[config.mk]
export PLATFORM = sky130hd
export DESIGN_NAME = binary_ops_pipe_stage_flat
export DESIGN_NICKNAME = d
export VERILOG_FILES = /design/src/rtl/binary_ops_pipe_stage_if.sv /design/src/rtl/binary_ops_pipe_stage.sv /design/src/flat_wrapper.sv
export SDC_FILE = /design/constraint.sdc
export NUM_CORES = 1
export LEC_CHECK = 0
export ABC_AREA = 1
export CORE_MARGIN = 3
export CORE_UTILIZATION = 25
export DETAILED_ROUTE_END_ITERATION = 12
export GPL_ROUTABILITY_DRIVEN = 0
export PLACE_DENSITY = 0.54
export SKIP_CTS_REPAIR_TIMING = 1
export SLEW_MARGIN = 10
export SYNTH_ARGS = -nofsm -noshare
export SYNTH_HDL_FRONTEND = slang
export SYNTH_SLANG_ARGS = --single-unit
[constraint.sdc]
create_clock -name clk -period 1.71 [get_ports clk]
set_input_delay 0.342 -clock clk [delete_from_list [all_inputs] [get_ports clk]]
set_output_delay 0.342 -clock clk [all_outputs]
set_load 0.01 [all_outputs]
[src/rtl/binary_ops_pipe_stage_if.sv]
// ----------------------------------------------------------------------------
// binary_ops_pipe_stage_if
//
// Purpose:
//   Bundles the upstream operand handshake, the downstream result handshake
//   and the status outputs of binary_ops_pipe_stage into one interface.
//
// Signals:
//   in_valid  : upstream presents a, b, op
//   in_ready  : stage accepts this cycle
//   a, b      : operands, WIDTH bits
//   op        : 0=AND, 1=OR, 2=XOR, 3=XNOR
//   out_valid : result y is valid
//   out_ready : downstream accepts y
//   y         : registered result, WIDTH bits
//   y_zero    : y == 0, registered with y
//   done_cnt  : count of completed output handshakes, CNT_WIDTH bits
//   y_parity  : ^y, registered with y (only with BINARY_OPS_PIPE_PARITY_EN)
//
// Modports:
//   master : the side that drives operands and out_ready (source/sink)
//   slave  : the pipeline stage itself
//
// Configuration macro: BINARY_OPS_PIPE_PARITY_EN adds y_parity.
// ----------------------------------------------------------------------------
interface binary_ops_pipe_stage_if #(
    parameter int WIDTH     = 8,
    parameter int CNT_WIDTH = 8
);
    logic                 in_valid;
    logic                 in_ready;
    logic [WIDTH-1:0]     a;
    logic [WIDTH-1:0]     b;
    logic [1:0]           op;
    logic                 out_valid;
    logic                 out_ready;
    logic [WIDTH-1:0]     y;
    logic                 y_zero;
    logic [CNT_WIDTH-1:0] done_cnt;
`ifdef BINARY_OPS_PIPE_PARITY_EN
    logic                 y_parity;

    modport master (
        output in_valid, a, b, op, out_ready,
        input  in_ready, out_valid, y, y_zero, done_cnt, y_parity
    );

    modport slave (
        input  in_valid, a, b, op, out_ready,
        output in_ready, out_valid, y, y_zero, done_cnt, y_parity
    );
`else
    modport master (
        output in_valid, a, b, op, out_ready,
        input  in_ready, out_valid, y, y_zero, done_cnt
    );

    modport slave (
        input  in_valid, a, b, op, out_ready,
        output in_ready, out_valid, y, y_zero, done_cnt
    );
`endif
endinterface

[src/rtl/binary_ops_pipe_stage.sv]
// ----------------------------------------------------------------------------
// binary_ops_pipe_stage
//
// Purpose:
//   Two-stage registered bitwise-operator pipeline. Stage S1 registers the
//   operands and op select; stage S2 registers the AND/OR/XOR/XNOR result
//   together with a zero flag. Both sides use valid/ready handshakes and the
//   stage sustains one transaction per cycle. A counter tracks completed
//   output handshakes and wraps at 2^CNT_WIDTH.
//
// Ports:
//   clk  : rising-edge clock
//   rst  : synchronous active-high reset
//   bus  : binary_ops_pipe_stage_if.slave (operands in, result out, status)
//
// Parameters:
//   WIDTH     : operand/result width (>= 1)
//   CNT_WIDTH : completed-transaction counter width (>= 1)
//
// Configuration macro:
//   BINARY_OPS_PIPE_PARITY_EN : adds bus.y_parity = ^y, registered with y.
// ----------------------------------------------------------------------------
module binary_ops_pipe_stage #(
    parameter int WIDTH     = 8,
    parameter int CNT_WIDTH = 8
) (
    input logic                    clk,
    input logic                    rst,
    binary_ops_pipe_stage_if.slave bus
);

    typedef enum logic [1:0] {
        OP_AND  = 2'd0,
        OP_OR   = 2'd1,
        OP_XOR  = 2'd2,
        OP_XNOR = 2'd3
    } op_e;

    logic                 s1Valid_q, s1Valid_d;
    logic [WIDTH-1:0]     s1A_q, s1A_d;
    logic [WIDTH-1:0]     s1B_q, s1B_d;
    op_e                  s1Op_q, s1Op_d;
    logic                 s2Valid_q, s2Valid_d;
    logic [WIDTH-1:0]     y_q, y_d;
    logic                 yZero_q, yZero_d;
    logic [CNT_WIDTH-1:0] doneCnt_q, doneCnt_d;
`ifdef BINARY_OPS_PIPE_PARITY_EN
    logic                 yParity_q, yParity_d;
`endif

    logic             s1Ready;
    logic             inReady;
    logic             accept;
    logic             s1Move;
    logic             outFire;
    logic [WIDTH-1:0] opResult;

    // Ready chain: S2 can take new data when it is empty or draining this
    // cycle, and S1 can take new data when it is empty or moving into S2.
    // This lets a full pipeline drain, advance and refill on the same edge.
    always_comb begin
        s1Ready = !s2Valid_q || bus.out_ready;
        inReady = !s1Valid_q || s1Ready;
        accept  = bus.in_valid && inReady;
        s1Move  = s1Valid_q && s1Ready;
        outFire = s2Valid_q && bus.out_ready;
    end

    // The operator works only on the registered S1 operands, so there is
    // never a combinational path from a, b or op through to y.
    always_comb begin
        opResult = '0;
        case (s1Op_q)
            OP_AND:  opResult = s1A_q & s1B_q;
            OP_OR:   opResult = s1A_q | s1B_q;
            OP_XOR:  opResult = s1A_q ^ s1B_q;
            OP_XNOR: opResult = ~(s1A_q ^ s1B_q);
            default: opResult = '0;
        endcase
    end

    // Next-state logic. Clearing a valid flag before setting it lets a stage
    // be emptied and refilled in the same cycle without a bubble. Results and
    // flags only change on a transfer, so they hold under backpressure.
    always_comb begin
        s1Valid_d = s1Valid_q;
        s1A_d     = s1A_q;
        s1B_d     = s1B_q;
        s1Op_d    = s1Op_q;
        s2Valid_d = s2Valid_q;
        y_d       = y_q;
        yZero_d   = yZero_q;
        doneCnt_d = doneCnt_q;
`ifdef BINARY_OPS_PIPE_PARITY_EN
        yParity_d = yParity_q;
`endif

        if (s1Move) begin
            s1Valid_d = 1'b0;
        end
        if (accept) begin
            s1Valid_d = 1'b1;
            s1A_d     = bus.a;
            s1B_d     = bus.b;
            s1Op_d    = op_e'(bus.op);
        end

        if (outFire) begin
            s2Valid_d = 1'b0;
            doneCnt_d = doneCnt_q + CNT_WIDTH'(1);
        end
        if (s1Move) begin
            s2Valid_d = 1'b1;
            y_d       = opResult;
            yZero_d   = (opResult == '0);
`ifdef BINARY_OPS_PIPE_PARITY_EN
            yParity_d = ^opResult;
`endif
        end
    end

    // State registers. Reset drops any in-flight data outright; no output
    // handshake is generated for it.
    always_ff @(posedge clk) begin
        if (rst) begin
            s1Valid_q <= 1'b0;
            s1A_q     <= '0;
            s1B_q     <= '0;
            s1Op_q    <= OP_AND;
            s2Valid_q <= 1'b0;
            y_q       <= '0;
            yZero_q   <= 1'b1;
            doneCnt_q <= '0;
`ifdef BINARY_OPS_PIPE_PARITY_EN
            yParity_q <= 1'b0;
`endif
        end else begin
            s1Valid_q <= s1Valid_d;
            s1A_q     <= s1A_d;
            s1B_q     <= s1B_d;
            s1Op_q    <= s1Op_d;
            s2Valid_q <= s2Valid_d;
            y_q       <= y_d;
            yZero_q   <= yZero_d;
            doneCnt_q <= doneCnt_d;
`ifdef BINARY_OPS_PIPE_PARITY_EN
            yParity_q <= yParity_d;
`endif
        end
    end

    assign bus.in_ready  = inReady;
    assign bus.out_valid = s2Valid_q;
    assign bus.y         = y_q;
    assign bus.y_zero    = yZero_q;
    assign bus.done_cnt  = doneCnt_q;
`ifdef BINARY_OPS_PIPE_PARITY_EN
    assign bus.y_parity  = yParity_q;
`endif

endmodule

[src/flat_wrapper.sv]
// flat-port wrapper written by rule: the top's interface ports become plain ports
module binary_ops_pipe_stage_flat 
#(
    parameter int WIDTH     = 8,
    parameter int CNT_WIDTH = 8
)
  (clk, rst, bus_in_valid, bus_a, bus_b, bus_op, bus_out_ready, bus_in_ready, bus_out_valid, bus_y, bus_y_zero, bus_done_cnt);
  binary_ops_pipe_stage_if #(.WIDTH(WIDTH), .CNT_WIDTH(CNT_WIDTH)) bus_i ();
  input logic clk;
  input logic rst;
  input wire logic [$bits(bus_i.in_valid)-1:0] bus_in_valid;
  input wire logic [$bits(bus_i.a)-1:0] bus_a;
  input wire logic [$bits(bus_i.b)-1:0] bus_b;
  input wire logic [$bits(bus_i.op)-1:0] bus_op;
  input wire logic [$bits(bus_i.out_ready)-1:0] bus_out_ready;
  output wire logic [$bits(bus_i.in_ready)-1:0] bus_in_ready;
  output wire logic [$bits(bus_i.out_valid)-1:0] bus_out_valid;
  output wire logic [$bits(bus_i.y)-1:0] bus_y;
  output wire logic [$bits(bus_i.y_zero)-1:0] bus_y_zero;
  output wire logic [$bits(bus_i.done_cnt)-1:0] bus_done_cnt;
  assign bus_i.in_valid = bus_in_valid;
  assign bus_i.a = bus_a;
  assign bus_i.b = bus_b;
  assign bus_i.op = bus_op;
  assign bus_i.out_ready = bus_out_ready;
  assign bus_in_ready = bus_i.in_ready;
  assign bus_out_valid = bus_i.out_valid;
  assign bus_y = bus_i.y;
  assign bus_y_zero = bus_i.y_zero;
  assign bus_done_cnt = bus_i.done_cnt;
  binary_ops_pipe_stage #(.WIDTH(WIDTH), .CNT_WIDTH(CNT_WIDTH)) u_core (.clk(clk), .rst(rst), .bus(bus_i));
endmodule
==> flow_summary.yaml, run 1 <==
logic_synthesis:
  synth.ff_latch_count: 37
  synth_edf_count: 0
  syn_area_mm2: 0.00204
  synth.top_cell.area_share: 0.363
  yosysSeqAreaShare: 0.363
  yosysTopAreaCell: "dfxtp_1"
  synth_area_leaders: "dfxtp_1 (36%), ha_1 (10%), inv_1 (8.5%)"
  async_flop_share: 0
  postSynthCellCount: 269
  ys_types: 26
  yosysWarnings: 0
  ys.flop_type: "dfxtp_1"
  avgSynthCellArea_um2: 7.60
  mappedNetlistNets: 308
grt:
  grt_pass1_vias: 1774
  grt_overflow: 0
  grt_max_degree: 34
  grt_pass1_wl_um: 7650
  grt_antenna_before_repair: 0
  grt.total_usage: 0.104
sta:
  fin_skew_ns: 0.0103
  hold_slack_ns: 0.480
  final_max_slew_viol_count: 0
  worst_slack_ns: 0.0821
  fmax_mhz: 614
  worst_pin_slew_ns: 0.412
  relSlewSlack: 0.725
  rsz0062_at_grt: "no"
  hold_viol: 0
  timing.final.crit_share: 0.952
  fin_crit_ns: 1.63
  finalSetupViolCount: 0
worst_setup_path:
  crit_path_max_incr_delay_ns: 0.57
  cp.required_ns: 1.37
  cp_top_family: "buffers and inverters"
  crit_path_start_kind: "register"
  cp_max_fo: 5
  cp.buffers_inverters: 1
  slowest_stage: "clkdlybuf4s50_1"
  critPathKind: "reg -> out"
  worst_setup_path_end_kind: "output port"
  worstPathCellList: "clkdlybuf4s50_1"
  worstPathArrival_ns: 1.29
floorplan:
  die_area_mm2: 0.00929
  die_h_um: 96.4
  initial_core_util: 0.260
  io_pins: 41
  fp-row-count: 32
  core_mm2: 0.00785
  chipWidth_um: 96.4
detailed_routing:
  vias: 1810
  drc: 0
  dr.first_iter.drc_count: 53
  wl_um: 4470
  dr.pass1.iters: 4
  viasPerCell: 4.32
  wl_per_cell_um: 10.7
  ant_nets: 0
placed_design:
  pre_cts_slack_ns: -0.190
  hpwl_um: 3400
  io_buffer_count: 40
cts:
  clkTransAtPathRegs_ns: 0.08
  cts_buffers: 5
  clk_latency_ns: 0.30
  clock-sinks: 37
  cts-root-buf: "clkbuf_8"
  htree_levels: 2
  cts_tree: "built"
  cts.path.max_buffers: 2
hold_path:
  hp-class: "reg -> reg"
finish:
  nFillCells: 863
  final_nets: 355
  postLayoutCoreUtil: 0.344
  antenna_cells: 0
  drive_above_1_share: 0.145
  area_growth_syn_to_layout_pct: 32.0
power_and_ir_drop:
  p_per_area_mw_per_mm2: 783
  peakVddDrop_mv: 0.249
  p_leak_nw: 1.21
outcome:
  outcome: "complete, no violations"
job:
  drv_cap: 0
==> state kept, by name, indices dropped and copies added, names as in the netlist <==
signal,cells
u_core.bus.done_cnt,8
u_core.bus.y,8
u_core.s1A_q,8
u_core.s1B_q,8
u_core.s1Op_q,2
u_core.bus.out_valid,1
u_core.bus.y_zero,1
u_core.s1Valid_q,1
==> final timing paths <==
| path | start | slack (ns) | endpoint | cells past startpoint |
|---|---|---|---|---|
| hold reg to reg | u_core.s1A_q[7] | 0.48 | u_core.s1A_q[7] | 2 |
| setup / recovery | u_core.bus.done_cnt[5] | 0.08 | bus_done_cnt[5] | 1 |
| hold / removal | u_core.s1A_q[7] | 0.48 | u_core.s1A_q[7] | 2 |
| setup reg to reg | u_core.s1Op_q[1] | 0.33 | u_core.bus.y_zero | 8 |
==> layout make-up <==
type / count / area [um^2] / share of cell area
Clock buffer: 5 / 68.8 / 0.0255
Sequential cell: 37 / 741 / 0.275
Timing Repair Buffer: 51 / 498 / 0.185
Tap cell: 102 / 128 / 0.0473
Multi-Input combinational cell: 170 / 1020 / 0.377
Inverter: 51 / 199 / 0.0737
Clock inverter: 3 / 46.3 / 0.0172
==> cell usage after synthesis (5+ instances only) <==
master     n
inv_1     46
dfxtp_1   37
nand2_1   37
a21oi_1   26
o21ai_0   22
nand3_1   19
nor2_1    18
ha_1      17
nor2_2     8
nand3_2    7
o211ai_1   6
buf_2      5
==> layout by cell type (no fill, tap or decap), types with 3 or more instances in the layout <==
cell type and instances:
nand3b_2 3, clkdlybuf4s50_1 39, dfxtp_1 37, ha_1 17, o211ai_1 6, nand3_2 7, nor2_1 18, buf_4 10
nand3_1 19, nand2_1 37, nor2_2 8, inv_2 3, clkbuf_8 5, a21oi_1 26, o21ai_0 22, inv_1 46
==> kinds of logic after synthesis <==
logic type	synth area share
buffers and inverters	0.140
and+or+nand+nor	0.252
DFF	0.363
AOI/OAI and AO/OA	0.142
adders and majority gates	0.104
==> worst reg2reg max path, delay by kind of cell (launching register included) <==
kind | cells | cell delay (ns)
DFF | 1 | 0.57
buffers and inverters | 1 | 0.13
and+or+nand+nor | 7 | 0.63
==> metrics by stage <==
| step | instances | area (um^2) | TNS [ns] | power (mW) |
|---|---|---|---|---|
| floorplan | 269 | 2040 | 0 | 1.22 |
| global placement | 411 | 2580 | -0.194 | 1.36 |
| detailed placement | 411 | 2580 | -0.197 | 1.37 |
| CTS | 419 | 2700 | -0.201 | 2.15 |
| global route | 419 | 2700 | 0 | 2.23 |
| finish | 419 | 2700 | 0 | 2.11 |
==> per-layer routing <==
layer  track usage  share of wire  vias up  wire length [um]
li1              -              -      951                 -
met1         0.127           0.46      831              2050
met2         0.174           0.49       23              2170
met3        0.0294          0.044        5               195
met4        0.0350          0.012        0                55
met5             0              0        -                 0
==> report_power, final <==
group	total, mW	switching (mW)	leakage [nW]	internal [mW]
registers	0.948	0.0350	0.305	0.913
clock network	0.770	0.333	0.0543	0.436
logic	0.395	0.204	0.846	0.191
No activity file was read; power rests on OpenSTA's default activity.
==> inputs of run 2 (changes only) <==
--- a/config.mk
+++ b/config.mk
@@ -10,6 +10,7 @@
 export CORE_UTILIZATION = 25
 export DETAILED_ROUTE_END_ITERATION = 12
 export GPL_ROUTABILITY_DRIVEN = 0
+export HOLD_SLACK_MARGIN = 0.12
 export PLACE_DENSITY = 0.54
 export SKIP_CTS_REPAIR_TIMING = 1
 export SLEW_MARGIN = 10
==> results of run 2 <==
Final layout, timing and power as in run 1 (identical DEF).
